**src/rtl/if_stage_pkg.sv**
```systemverilog
// if_stage_pkg: shared core constants (PC width, opcodes, bubble NOP)
package if_stage_pkg;
  localparam int PC_W = 64;
  localparam logic [6:0] R_FORMAT = 7'b0110011;
  localparam logic [6:0] LD = 7'b0000011;
  localparam logic [6:0] SD = 7'b0100011;
  localparam logic [6:0] BEQ = 7'b1100011;
  localparam logic [31:0] NOP_INSTR = 32'h00000033;
endpackage

```
**src/rtl/if_stage_if.sv**
```systemverilog
// if_stage_if: fetch bus (imem_addr/imem_rdata), decode controls (stall/branch_taken/branch_imm) and IF/ID outputs; master=if_stage, slave=environment
interface if_stage_if;
  import if_stage_pkg::*;
  logic [PC_W-1:0] imem_addr;
  logic [31:0] imem_rdata;
  logic stall;
  logic branch_taken;
  logic [PC_W-1:0] branch_imm;
  logic [PC_W-1:0] if_id_pc;
  logic [31:0] if_id_instr;
  logic if_id_valid;
  modport master(output imem_addr, if_id_pc, if_id_instr, if_id_valid, input imem_rdata, stall, branch_taken, branch_imm);
  modport slave(input imem_addr, if_id_pc, if_id_instr, if_id_valid, output imem_rdata, stall, branch_taken, branch_imm);
endinterface

```
**src/rtl/if_stage_pc_target_adder.sv**
```systemverilog
// pc_target_adder: target = base + imm*2 (imm in halfwords), wraps mod 2^PC_W; ports base, imm in, target out
module pc_target_adder import if_stage_pkg::*; (
  input  logic [PC_W-1:0] base,
  input  logic [PC_W-1:0] imm,
  output logic [PC_W-1:0] target
);
  assign target = base + (imm << 1);
endmodule

```
**src/rtl/if_stage.sv**
```systemverilog
// if_stage: instruction fetch + IF/ID register with one-bubble branch redirect; ports clk, reset (sync active-high), bus (if_stage_if.master)
module if_stage import if_stage_pkg::*; #(
  parameter logic [PC_W-1:0] RESET_PC = '0
) (
  input logic clk,
  input logic reset,
  if_stage_if.master bus
);
  logic [PC_W-1:0] pc_q, req_pc_q, target, id_pc_q;
  logic [31:0] id_instr_q;
  logic req_valid_q, id_valid_q, redirect;
  pc_target_adder u_tgt (.base(id_pc_q), .imm(bus.branch_imm), .target(target));
  assign redirect = bus.branch_taken & id_valid_q;
  assign bus.imem_addr = reset ? RESET_PC : redirect ? target : bus.stall ? req_pc_q : pc_q;
  assign bus.if_id_pc = id_pc_q;
  assign bus.if_id_instr = id_instr_q;
  assign bus.if_id_valid = id_valid_q;
  always_ff @(posedge clk) begin
    if (reset) begin
      pc_q <= RESET_PC;
      req_pc_q <= RESET_PC;
      req_valid_q <= 1'b0;
      id_pc_q <= '0;
      id_instr_q <= NOP_INSTR;
      id_valid_q <= 1'b0;
    end else if (redirect) begin
      pc_q <= target + PC_W'(4);
      req_pc_q <= target;
      req_valid_q <= 1'b1;
      id_pc_q <= '0;
      id_instr_q <= NOP_INSTR;
      id_valid_q <= 1'b0;
    end else if (!bus.stall) begin
      pc_q <= pc_q + PC_W'(4);
      req_pc_q <= pc_q;
      req_valid_q <= 1'b1;
      id_pc_q <= req_pc_q;
      id_instr_q <= bus.imem_rdata;
      id_valid_q <= req_valid_q;
    end
  end
endmodule

```
**src/flat_wrapper.sv**
```systemverilog
// flat-port wrapper written by rule: the top's interface ports become plain ports
module if_stage_flat import if_stage_pkg::*;
#(
  parameter logic [PC_W-1:0] RESET_PC = '0
)
  (clk, reset, bus_imem_addr, bus_if_id_pc, bus_if_id_instr, bus_if_id_valid, bus_imem_rdata, bus_stall, bus_branch_taken, bus_branch_imm);
  if_stage_if bus_i ();
  input logic clk;
  input logic reset;
  output wire logic [$bits(bus_i.imem_addr)-1:0] bus_imem_addr;
  output wire logic [$bits(bus_i.if_id_pc)-1:0] bus_if_id_pc;
  output wire logic [$bits(bus_i.if_id_instr)-1:0] bus_if_id_instr;
  output wire logic [$bits(bus_i.if_id_valid)-1:0] bus_if_id_valid;
  input wire logic [$bits(bus_i.imem_rdata)-1:0] bus_imem_rdata;
  input wire logic [$bits(bus_i.stall)-1:0] bus_stall;
  input wire logic [$bits(bus_i.branch_taken)-1:0] bus_branch_taken;
  input wire logic [$bits(bus_i.branch_imm)-1:0] bus_branch_imm;
  assign bus_imem_addr = bus_i.imem_addr;
  assign bus_if_id_pc = bus_i.if_id_pc;
  assign bus_if_id_instr = bus_i.if_id_instr;
  assign bus_if_id_valid = bus_i.if_id_valid;
  assign bus_i.imem_rdata = bus_imem_rdata;
  assign bus_i.stall = bus_stall;
  assign bus_i.branch_taken = bus_branch_taken;
  assign bus_i.branch_imm = bus_branch_imm;
  if_stage #(.RESET_PC(RESET_PC)) u_core (.clk(clk), .reset(reset), .bus(bus_i));
endmodule
```
**config.mk**
```make
export PLATFORM = sky130hd
export DESIGN_NAME = if_stage_flat
export DESIGN_NICKNAME = d
export VERILOG_FILES = /design/src/rtl/if_stage_pkg.sv /design/src/rtl/if_stage_if.sv /design/src/rtl/if_stage_pc_target_adder.sv /design/src/rtl/if_stage.sv /design/src/flat_wrapper.sv
export SDC_FILE = /design/constraint.sdc
export NUM_CORES = 1
export LEC_CHECK = 0
export CAP_MARGIN = 20
export CELL_PAD_IN_SITES_DETAIL_PLACEMENT = 1
export CELL_PAD_IN_SITES_GLOBAL_PLACEMENT = 2
export CORE_MARGIN = 2
export CORE_UTILIZATION = 41
export DETAILED_ROUTE_END_ITERATION = 12
export DONT_BUFFER_PORTS = 1
export PLACE_DENSITY_LB_ADDON = 0.1
export SYNTH_ARGS = -nofsm -noshare
export SYNTH_HDL_FRONTEND = slang
export SYNTH_SLANG_ARGS = --single-unit
export TNS_END_PERCENT = 50
```
**constraint.sdc**
```tcl
create_clock -name clk -period 12.5 [get_ports clk]
set_input_delay 2.5 -clock clk [delete_from_list [all_inputs] [get_ports clk]]
set_output_delay 2.5 -clock clk [all_outputs]
set_load 0.005 [all_outputs]
```
==> results of run 1 <==
==> through the flow <==
stage	util (%)	area [µm²]	total power, mW	hold slack [ns]	setup WS (ns)
2_1_floorplan	-	15770	0.9505	0.4338	4.010
3_5_place_dp	42.41	16010	0.9911	0.4571	3.333
3_3_place_gp	42.38	16000	0.9856	0.4364	3.408
5_1_grt	44.91	16960	1.892	0.4943	3.130
4_1_cts	44.91	16960	1.844	0.4692	3.332
6_report	44.91	16960	1.820	0.4661	3.369
==> logic make-up (layout without fill, tap and decap cells) <==
| family | after synthesis | count (layout) | share of synthesized area (%) |
|---|---|---|---|
| fa+ha+maj | 64 | 64 | 5.127 |
| xor+xnor | 81 | 81 | 4.547 |
| compound gates | 533 | 533 | 22.77 |
| flops | 226 | 226 | 28.70 |
| simple gates | 768 | 768 | 23.89 |
| buf+inv | 154 | 82 | 3.857 |
| mux | 171 | 171 | 11.11 |
==> worst max-delay path, stage by stage <==
cell,delay (ns)
ha_1,0.47
nand2_1,0.21
nor4_1,0.80
o2111ai_1,0.34
o21ai_0,0.91
nor4_1,0.11
nor3_1,0.82
nor2_1,0.08
a211oi_1,0.38
==> registers in the layout, indices dropped and copies added (netlist names) <==
name / flops
u_core.req_valid_q: 1
u_core.bus.if_id_valid: 1
u_core.bus.if_id_instr: 32
u_core.req_pc_q: 64
u_core.pc_q: 64
u_core.bus.if_id_pc: 64
==> power by group through the flow <==
| stage | registers, mW | clock network, mW | logic [mW] |
|---|---|---|---|
| after global placement | 0.781 | 0 | 0.204 |
| after detailed placement | 0.782 | 0 | 0.209 |
| final | 0.766 | 0.842 | 0.211 |
| after floorplan | 0.773 | 0 | 0.178 |
| after CTS | 0.766 | 0.867 | 0.211 |
| after global routing | 0.769 | 0.892 | 0.232 |
==> routing by layer <==
metal  share of wire, %  track usage [%]  routed length, µm
met5                  0                0                  0
met4                2.8            7.862               1615
met3                5.5            5.190               3184
met2                 45            45.71              26070
met1                 46            36.97              26520
==> final timing paths <==
check,startpoint,slack [ns],depth (start not counted),end
worst min register to register,u_core.pc_q[1],0.47,2,u_core.pc_q[1]
worst min-delay path,u_core.pc_q[1],0.47,2,u_core.pc_q[1]
worst max register to register,u_core.bus.if_id_valid,6.42,13,u_core.pc_q[62]
worst max-delay path,bus_branch_imm[34],3.37,9,bus_imem_addr[52]
==> area by class of cell <==
class | count | area, µm²
flip-flops and latches | 226 | 4524
clock buffers | 37 | 764.5
repair buffers | 14 | 120.1
clock inverters | 13 | 180.2
multi-input cells | 1617 | 10660
well taps | 511 | 639.4
inverters | 18 | 67.56
fillers | 4520 | 20800
==> cell usage in the layout, fill, tap and decap left out, types with 11 or more instances in the layout <==
master,instances
nor2_1,235
dfxtp_1,226
nand2_1,195
a21oi_1,146
mux2i_1,139
o21ai_0,70
a211oi_1,69
ha_1,63
nor3_1,49
nand3_1,45
xnor2_1,43
nand4_1,42
a21o_1,40
xor2_1,37
mux2_2,32
and3_1,30
clkbuf_16,28
a31oi_1,25
or3_1,24
nor4_1,23
o21a_1,20
o31ai_1,20
inv_1,18
nand2b_1,18
and4_1,16
and2_1,15
nor2b_1,15
o211ai_1,15
o21ai_1,12
buf_4,12
or2_2,11
==> results.toml, run 1 <==
[routing]
num_vias = 14990
wl_per_cell_um = 23.56
remaining_drc_errors = 0
drt-initial-drc-count = 837
viasPerCell = 6.154
wl_um = 57400
dr.pass1.iters = 5
drtAntennaViolNets = 0

[sta]
min_period_ns = 9.131
drv_slew = 0
setup_viol = 0
rsz0062_at_grt = "false"
worstMarginPinSlew_ns = 1.077
fin_tns_setup_ns = 0
fin_crit_sh_pct = 73.05
hold_viol_final = 0
clock.fmax_ghz = 0.1095
skew_ns = 0.03033
timing.slew.headroom_pct = 27.62

[final_layout]
finalNonFillerCells = 2436
syn2layout_area_growth_pct = 7.547
layout-drive-gt1-share_pct = 7.013
diodes = 0
layout.nets = 2069

[setup_path]
worstSetupEndpointType = "primary output"
crit_arrival_ns = 6.63
crit_fanout = 8
start_kind = "input pin"
path_class = "input pin to primary output"
required_ns = 10.00

[clock_network]
ctsHoldBuffers = 0
cts_resized = 0
clk_latency_ns = 0.59
cts_max_level = 1
cts_setup_buffers = 0
cts_root_buffer = "clkbuf_16"
cts_buffer_depth = 3
clkTransAtPathRegs_ns = 0.06
clock_sinks = 226
cts_tree = "yes"
cts-buffers-inserted = 28

[power_and_ir_drop]
clkPwrFrac_pct = 46.3
seqPwrFrac_pct = 42.1
internal_power_mw = 1.317
vdd_ir_drop_max_mv = 0.08532
comb_power_share_pct = 11.6
p_leak_nw = 6.700
swShare_pct = 27.65
p_sw_mw = 0.5031
power-per-cell-area_nw_per_um2 = 107.3

[placed_design]
dp_cells = 2386
io_buffers = 0
gp_congestion = 0.8898
place_hpwl_um = 42490

[yosys]
ys_top_cells_by_count = "nor2_1 (236), dfxtp_1 (226), nand2_1 (196)"
syn_area_per_cell_um2 = 7.895
synthTopCellsByArea = "dfxtp_1 (29%), mux2i_1 (8.8%), nor2_1 (5.6%)"
async_reset_ff_share_pct = 0
synth-edff-count = 0
synth_area_um2 = 15770
synth_nets = 2161
synth_most_common_cell = "nor2_1"
yosysTopAreaCell = "dfxtp_1"
yosys.cell_types.count = 88
syn_inst = 1997
ys_warn_count = 0
synth_top_cell_area_share_pct = 28.70
synth_ff_type = "dfxtp_1"
ys_ff_latch = 226
ys_seq_area_share_pct = 28.70

[floorplanning]
die_y_um = 200.1
io_pins = 261
chipWidth_um = 200.1
die_area_um2 = 40040
coreArea_um2 = 37760
num_rows = 71
initial_core_util_pct = 41.76

[global_route]
grt_max_degree = 199
antenna_found_initial = 0
grt_pass1_vias = 15160
grt_overflow = 0
grt_pass1_wl_um = 89280
track_usage_pct = 27.74

[hold_path]
hold_class = "flop to flop"

[run_status]
status = "completed"

[job]
max_cap_viol_count = 0
No activity file was read; power rests on OpenSTA's default activity.
==> run 2: changes to the inputs <==
--- a/config.mk
+++ b/config.mk
@@ -5,11 +5,12 @@
 export SDC_FILE = /design/constraint.sdc
 export NUM_CORES = 1
 export LEC_CHECK = 0
+export ABC_AREA = 1
 export CAP_MARGIN = 20
 export CELL_PAD_IN_SITES_DETAIL_PLACEMENT = 1
 export CELL_PAD_IN_SITES_GLOBAL_PLACEMENT = 2
 export CORE_MARGIN = 2
-export CORE_UTILIZATION = 41
+export CORE_UTILIZATION = 34
 export DETAILED_ROUTE_END_ITERATION = 12
 export DONT_BUFFER_PORTS = 1
 export PLACE_DENSITY_LB_ADDON = 0.1
==> constraint.sdc (replaced) <==
create_clock -name clk -period 9.4 [get_ports clk]
set_input_delay 1.88 -clock clk [delete_from_list [all_inputs] [get_ports clk]]
set_output_delay 1.88 -clock clk [all_outputs]
set_load 0.005 [all_outputs]
==> results.toml, run 2 <==
[power_and_ir_drop]
p_leak_nw = 10.21
power-per-cell-area_nw_per_um2 = 139.7
vdd_ir_drop_max_mv = 0.1279
report.power.total_mw = 2.659

[sta]
clock.fmax_ghz = 0.1529
worstMarginPinSlew_ns = 0.8722
hold_viol_final = 0
setup_viol = 0
fin_crit_sh_pct = 69.59
rsz0062_at_grt = "false"
min_period_ns = 6.541
fin_tns_setup_ns = 0
skew_ns = 0.03882
drv_slew = 0
timing.slew.headroom_pct = 41.85

[routing]
viasPerCell = 4.986
wl_per_cell_um = 20.03
remaining_drc_errors = 0
wl_um = 73620
num_vias = 18330
drtAntennaViolNets = 0
dr.pass1.iters = 5
drt-initial-drc-count = 1064

[final_layout]
multi_input_area_um2 = 10280
layout_common_cells = "nand2_1 (1,002), inv_1 (581), nand3_1 (228), dfxtp_1 (226), nor2_1 (222)"
n_fill_cell = 6932
diodes = 0
layout-drive-gt1-share_pct = 8.378
final_common_cell = "nand2_1"
final_util_pct = 37.18
register_area_um2 = 4524
layout.nets = 3140
final_area_um2 = 19040
finalNonFillerCells = 3676
syn2layout_area_growth_pct = 8.531

[global_route]
track_usage_pct = 27.17
grt_overflow = 0
grt_pass1_vias = 18540
antenna_found_initial = 1
grt_pass1_wl_um = 111100
grt_max_degree = 161

[yosys]
ys_warn_count = 0
synth_nets = 3186
synth-edff-count = 0
syn_inst = 3022
ys_top_cells_by_count = "nand2_1 (1,002), inv_1 (583), nand3_1 (228)"
synth_ff_type = "dfxtp_1"
synth_top_cell_area_share_pct = 25.79
synth_most_common_cell = "nand2_1"
synthTopCellsByArea = "dfxtp_1 (26%), nand2_1 (21%), inv_1 (12%)"
yosys.cell_types.count = 51
yosysTopAreaCell = "dfxtp_1"
ys_seq_area_share_pct = 25.79
ys_ff_latch = 226
synth_area_um2 = 17540
async_reset_ff_share_pct = 0
syn_area_per_cell_um2 = 5.804

[clock_network]
cts_tree = "yes"
clkTransAtPathRegs_ns = 0.06
cts_setup_buffers = 0
ctsHoldBuffers = 0
clock_sinks = 226
cts_root_buffer = "clkbuf_16"
cts_max_level = 1
cts_buffer_depth = 3
cts_resized = 0
cts-buffers-inserted = 29
clk_latency_ns = 0.62

[placed_design]
gp_congestion = 0.9341
place_area_um2 = 18080
io_buffers = 0
dp_cells = 3625
place_hpwl_um = 59250

[floorplanning]
num_rows = 83
die_y_um = 231.1
io_pins = 261
initial_core_util_pct = 34.26
chipWidth_um = 231.1
die_area_um2 = 53420
coreArea_um2 = 51200

[setup_path]
path_class = "input pin to primary output"
crit_fanout = 3
slowest_stage = "fa_1"
start_kind = "input pin"
worstPathCellList = "ha_1 > inv_1 > fa_1 > nor2_2 > nand2_1 > nand3_2 > nand3_1 > nand3_2 > nand2_1 > nand3_1 > nand4_1 > nand3_1 > a21oi_1 > o21ai_0 > nand3_1 > inv_1"
crit_arrival_ns = 4.66
crit_top_cell = "nand3_1"
rr_startpoint = "u_core.bus.if_id_pc[1]"
worstSetupEndpointType = "primary output"
required_ns = 7.52
cpPeakStageDelay_ns = 0.40
critPathLaunch = "bus_branch_imm[0]"

[hold_path]
hold_path.startpoint = "u_core.req_pc_q[7]"
hold_class = "flop to flop"

[job]
max_cap_viol_count = 0

[run_status]
status = "completed"
[run 2: cell types whose count changed in the layout (fill, tap and decap cells not counted), sizes merged, moves of 38 or more]
cell    change
nor2       +54
mux2i     -139
a21o       -40
o21ai      +39
xnor2      -38
a211oi     -69
nand3     +212
nand2     +852
inv       +598
[run 2: power by group]
| part | switching, mW | internal, mW |
|---|---|---|
| Clock | 0.475 | 0.676 |
| Sequential | 0.0368 | 1.01 |
| Combinational | 0.327 | 0.134 |
| Total | 0.839 | 1.82 |
[run 2: kinds of logic after synthesis]
| logic type | synth area share (%) |
|---|---|
| AND/OR/NAND/NOR | 42.51 |
| buffers and inverters | 15.62 |
| AO/OA/AOI/OAI | 10.51 |
| flip-flops | 25.79 |
| adder cells (fa/ha/maj) | 4.608 |
| XOR/XNOR | 0.9487 |
[run 2: final cells by class]
cell class / instances / share of cell area, %
inverters: 620 / 12.26
well taps: 680 / 4.469
repair buffers: 9 / 0.4601
multi-input cells: 2090 / 54.02
clock buffers: 43 / 4.456
clock inverters: 8 / 0.5718
flip-flops and latches: 226 / 23.77
[run 2: final timing paths]
check | slack [ns] | to | cells past startpoint
worst max-delay path | 2.86 | bus_imem_addr[63] | 16
worst max register to register | 5.34 | u_core.pc_q[44] | 23
worst min-delay path | 0.46 | u_core.bus.if_id_pc[7] | 2
worst min register to register | 0.46 | u_core.bus.if_id_pc[7] | 2
[run 2: layer usage]
metal	GRT usage [%]	vias up	share of wire, %
met2	44.04	337	44
met4	5.685	0	2.2
met1	38.60	8749	49
met3	3.211	59	4.4
met5	0	-	0
li1	-	9182	-
[run 2: per-stage QoR]
step                worst slack, ns  hold slack, ns
floorplan                     3.945          0.4299
global placement              2.925          0.4443
detailed placement            2.830          0.4544
CTS                           2.842          0.4637
global route                  2.642          0.4872
finish                        2.859          0.4604
[run 2: worst max-delay path, delay by kind of cell]
family | cells | cell delay, ns
simple gates | 10 | 1.72
compound gates | 2 | 0.23
fa+ha+maj | 2 | 0.59
buf+inv | 2 | 0.21
==> run 3: changes to the inputs <==
--- a/config.mk
+++ b/config.mk
@@ -5,7 +5,7 @@
 export SDC_FILE = /design/constraint.sdc
 export NUM_CORES = 1
 export LEC_CHECK = 0
-export ABC_AREA = 1
+export ABC_AREA = 0
 export CAP_MARGIN = 20
 export CELL_PAD_IN_SITES_DETAIL_PLACEMENT = 1
 export CELL_PAD_IN_SITES_GLOBAL_PLACEMENT = 2
==> constraint.sdc (replaced) <==
create_clock -name clk -period 5.5 [get_ports clk]
set_input_delay 1.1 -clock clk [delete_from_list [all_inputs] [get_ports clk]]
set_output_delay 1.1 -clock clk [all_outputs]
set_load 0.005 [all_outputs]
==> results.toml, run 3 (synthesized netlist as in run 1, its figures left out) <==
[run_status]
status = "completed"

[routing]
drt-initial-drc-count = 855
dr.pass1.iters = 5
drtAntennaViolNets = 0
wl_um = 65260
wl_per_cell_um = 23.07
num_vias = 16210
viasPerCell = 5.729
remaining_drc_errors = 0

[setup_path]
crit_arrival_ns = 4.35
rr_worst_depth = 17
required_ns = 4.40
path_class = "input pin to primary output"
rrSetupSlack_ns = 0.29
worstSetupEndpointType = "primary output"
timing.rr.end = "u_core.pc_q[62]"
crit_fanout = 5
start_kind = "input pin"
rr_startpoint = "u_core.bus.if_id_pc[1]"

[final_layout]
register_area_um2 = 4524
final_common_cell = "buf_4"
multi_input_area_um2 = 10790
layout_common_cells = "buf_4 (311), nor2_1 (235), dfxtp_1 (226), nand2_1 (195), a21oi_1 (143)"
layout-drive-gt1-share_pct = 20.70
final_util_pct = 42.83
n_fill_cell = 5408
layout.nets = 2371
syn2layout_area_growth_pct = 23.80

[hold_path]
hold_class = "flop to flop"
min_to = "u_core.pc_q[0]"
hold_depth = 2
hold_path.startpoint = "u_core.pc_q[0]"

[global_route]
use_met2_pct = 43.09
antenna_found_initial = 0
track_usage_pct = 26.52
grt_pass1_vias = 16710
grt_max_degree = 199
grt_overflow = 0
grt_pass1_wl_um = 99620
grtUsageMet1_pct = 35.29
busiest_layer = "met2"
met3_usage_pct = 5.100

[clock_network]
ctsHoldBuffers = 0
clock_sinks = 226
clk_latency_ns = 0.61
cts_tree = "yes"
cts_root_buffer = "clkbuf_16"
cts-buffers-inserted = 31
cts_max_level = 1
cts_buffer_depth = 3
clkTransAtPathRegs_ns = 0.05

[placed_design]
io_buffers = 0
place_hpwl_um = 49770
gp_congestion = 0.8691

[power_and_ir_drop]
power-per-cell-area_nw_per_um2 = 224.1
vdd_ir_drop_max_mv = 0.2482
p_leak_nw = 8.186
report.power.total_mw = 4.374

[sta]
fin_crit_sh_pct = 99.04
skew_ns = 0.01994
min_period_ns = 5.447
timing.slew.headroom_pct = 41.07
hold_viol_final = 0
clock.fmax_ghz = 0.1836
rsz0062_at_grt = "true"
setup_viol = 0
drv_slew = 0
worstMarginPinSlew_ns = 0.8617

[floorplanning]
coreArea_um2 = 45580
chipWidth_um = 219.3
initial_core_util_pct = 34.59
io_pins = 261
die_y_um = 219.3
num_rows = 78
die_area_um2 = 48110

[job]
max_cap_viol_count = 0
[run 3: layout make-up]
class	count	share of cell area, %
antenna	2	0.02564
tap	600	3.846
sequential	226	23.18
clock buffer	40	4.301
timing repair buffer	313	12.17
clock inverter	13	0.8397
inverter	18	0.3462
multi-input combinational	1617	55.30
[run 3: critical path, stage by stage]
cell and delay, ns:
ha_2 0.35, nand4_1 0.17, buf_4 0.18, o22a_1 0.21, o32ai_4 0.40, o21ai_4 0.13, buf_4 0.20, a2111oi_2 0.37
buf_4 0.22, nor4_2 0.08, o31ai_2 0.25, xor2_1 0.21, nor2_1 0.06, a211oi_1 0.24, buf_4 0.15
[run 3: power by group]
part	leakage [nW]	total [mW]	internal (mW)	switching [mW]
registers	1.83	1.74	1.69	0.0528
clock network	0.491	2.04	1.21	0.833
logic	5.86	0.587	0.253	0.334
total	8.19	4.37	3.15	1.22
[run 3: routing by layer]
layer	vias to the layer above	part of all wire, %
li1	7782	-
met1	7961	46
met2	374	45
met3	91	5.5
met4	0	3.3
met5	-	0
[run 3: per-stage QoR]
step / hold slack (ns) / cells / setup TNS, ns / instance area (µm²) / setup WS [ns]
6_report: 0.4616 / 2829 / 0 / 19520 / 0.05280
5_1_grt: 0.4894 / 2827 / -0.2179 / 19510 / -0.09916
3_3_place_gp: 0.4358 / 2772 / -1.840 / 18370 / -0.3055
2_1_floorplan: 0.4338 / 1997 / -1.073 / 15840 / -0.4277
4_1_cts: 0.4653 / 2826 / 0 / 19420 / 0.02724
3_5_place_dp: 0.4516 / 2772 / -2.765 / 18370 / -0.3776
[run 3: worst max path at each step]
stage | startpoint | to | depth (start not counted)
6_report | bus_branch_imm[10] | bus_imem_addr[62] | 15
5_1_grt | bus_branch_imm[0] | bus_imem_addr[55] | 16
4_1_cts | bus_branch_imm[0] | bus_imem_addr[61] | 17
3_5_place_dp | bus_branch_imm[0] | u_core.pc_q[62] | 15
3_3_place_gp | bus_branch_imm[0] | u_core.pc_q[62] | 15
2_1_floorplan | bus_branch_taken | u_core.pc_q[62] | 21
[run 3: timing repair]
action,in CTS,in global routing
resized for setup,9,22
pin swaps,2,4
buffers inserted,1,1
endpoints found under the setup margin,9,12
hold endpoints to repair,0,0
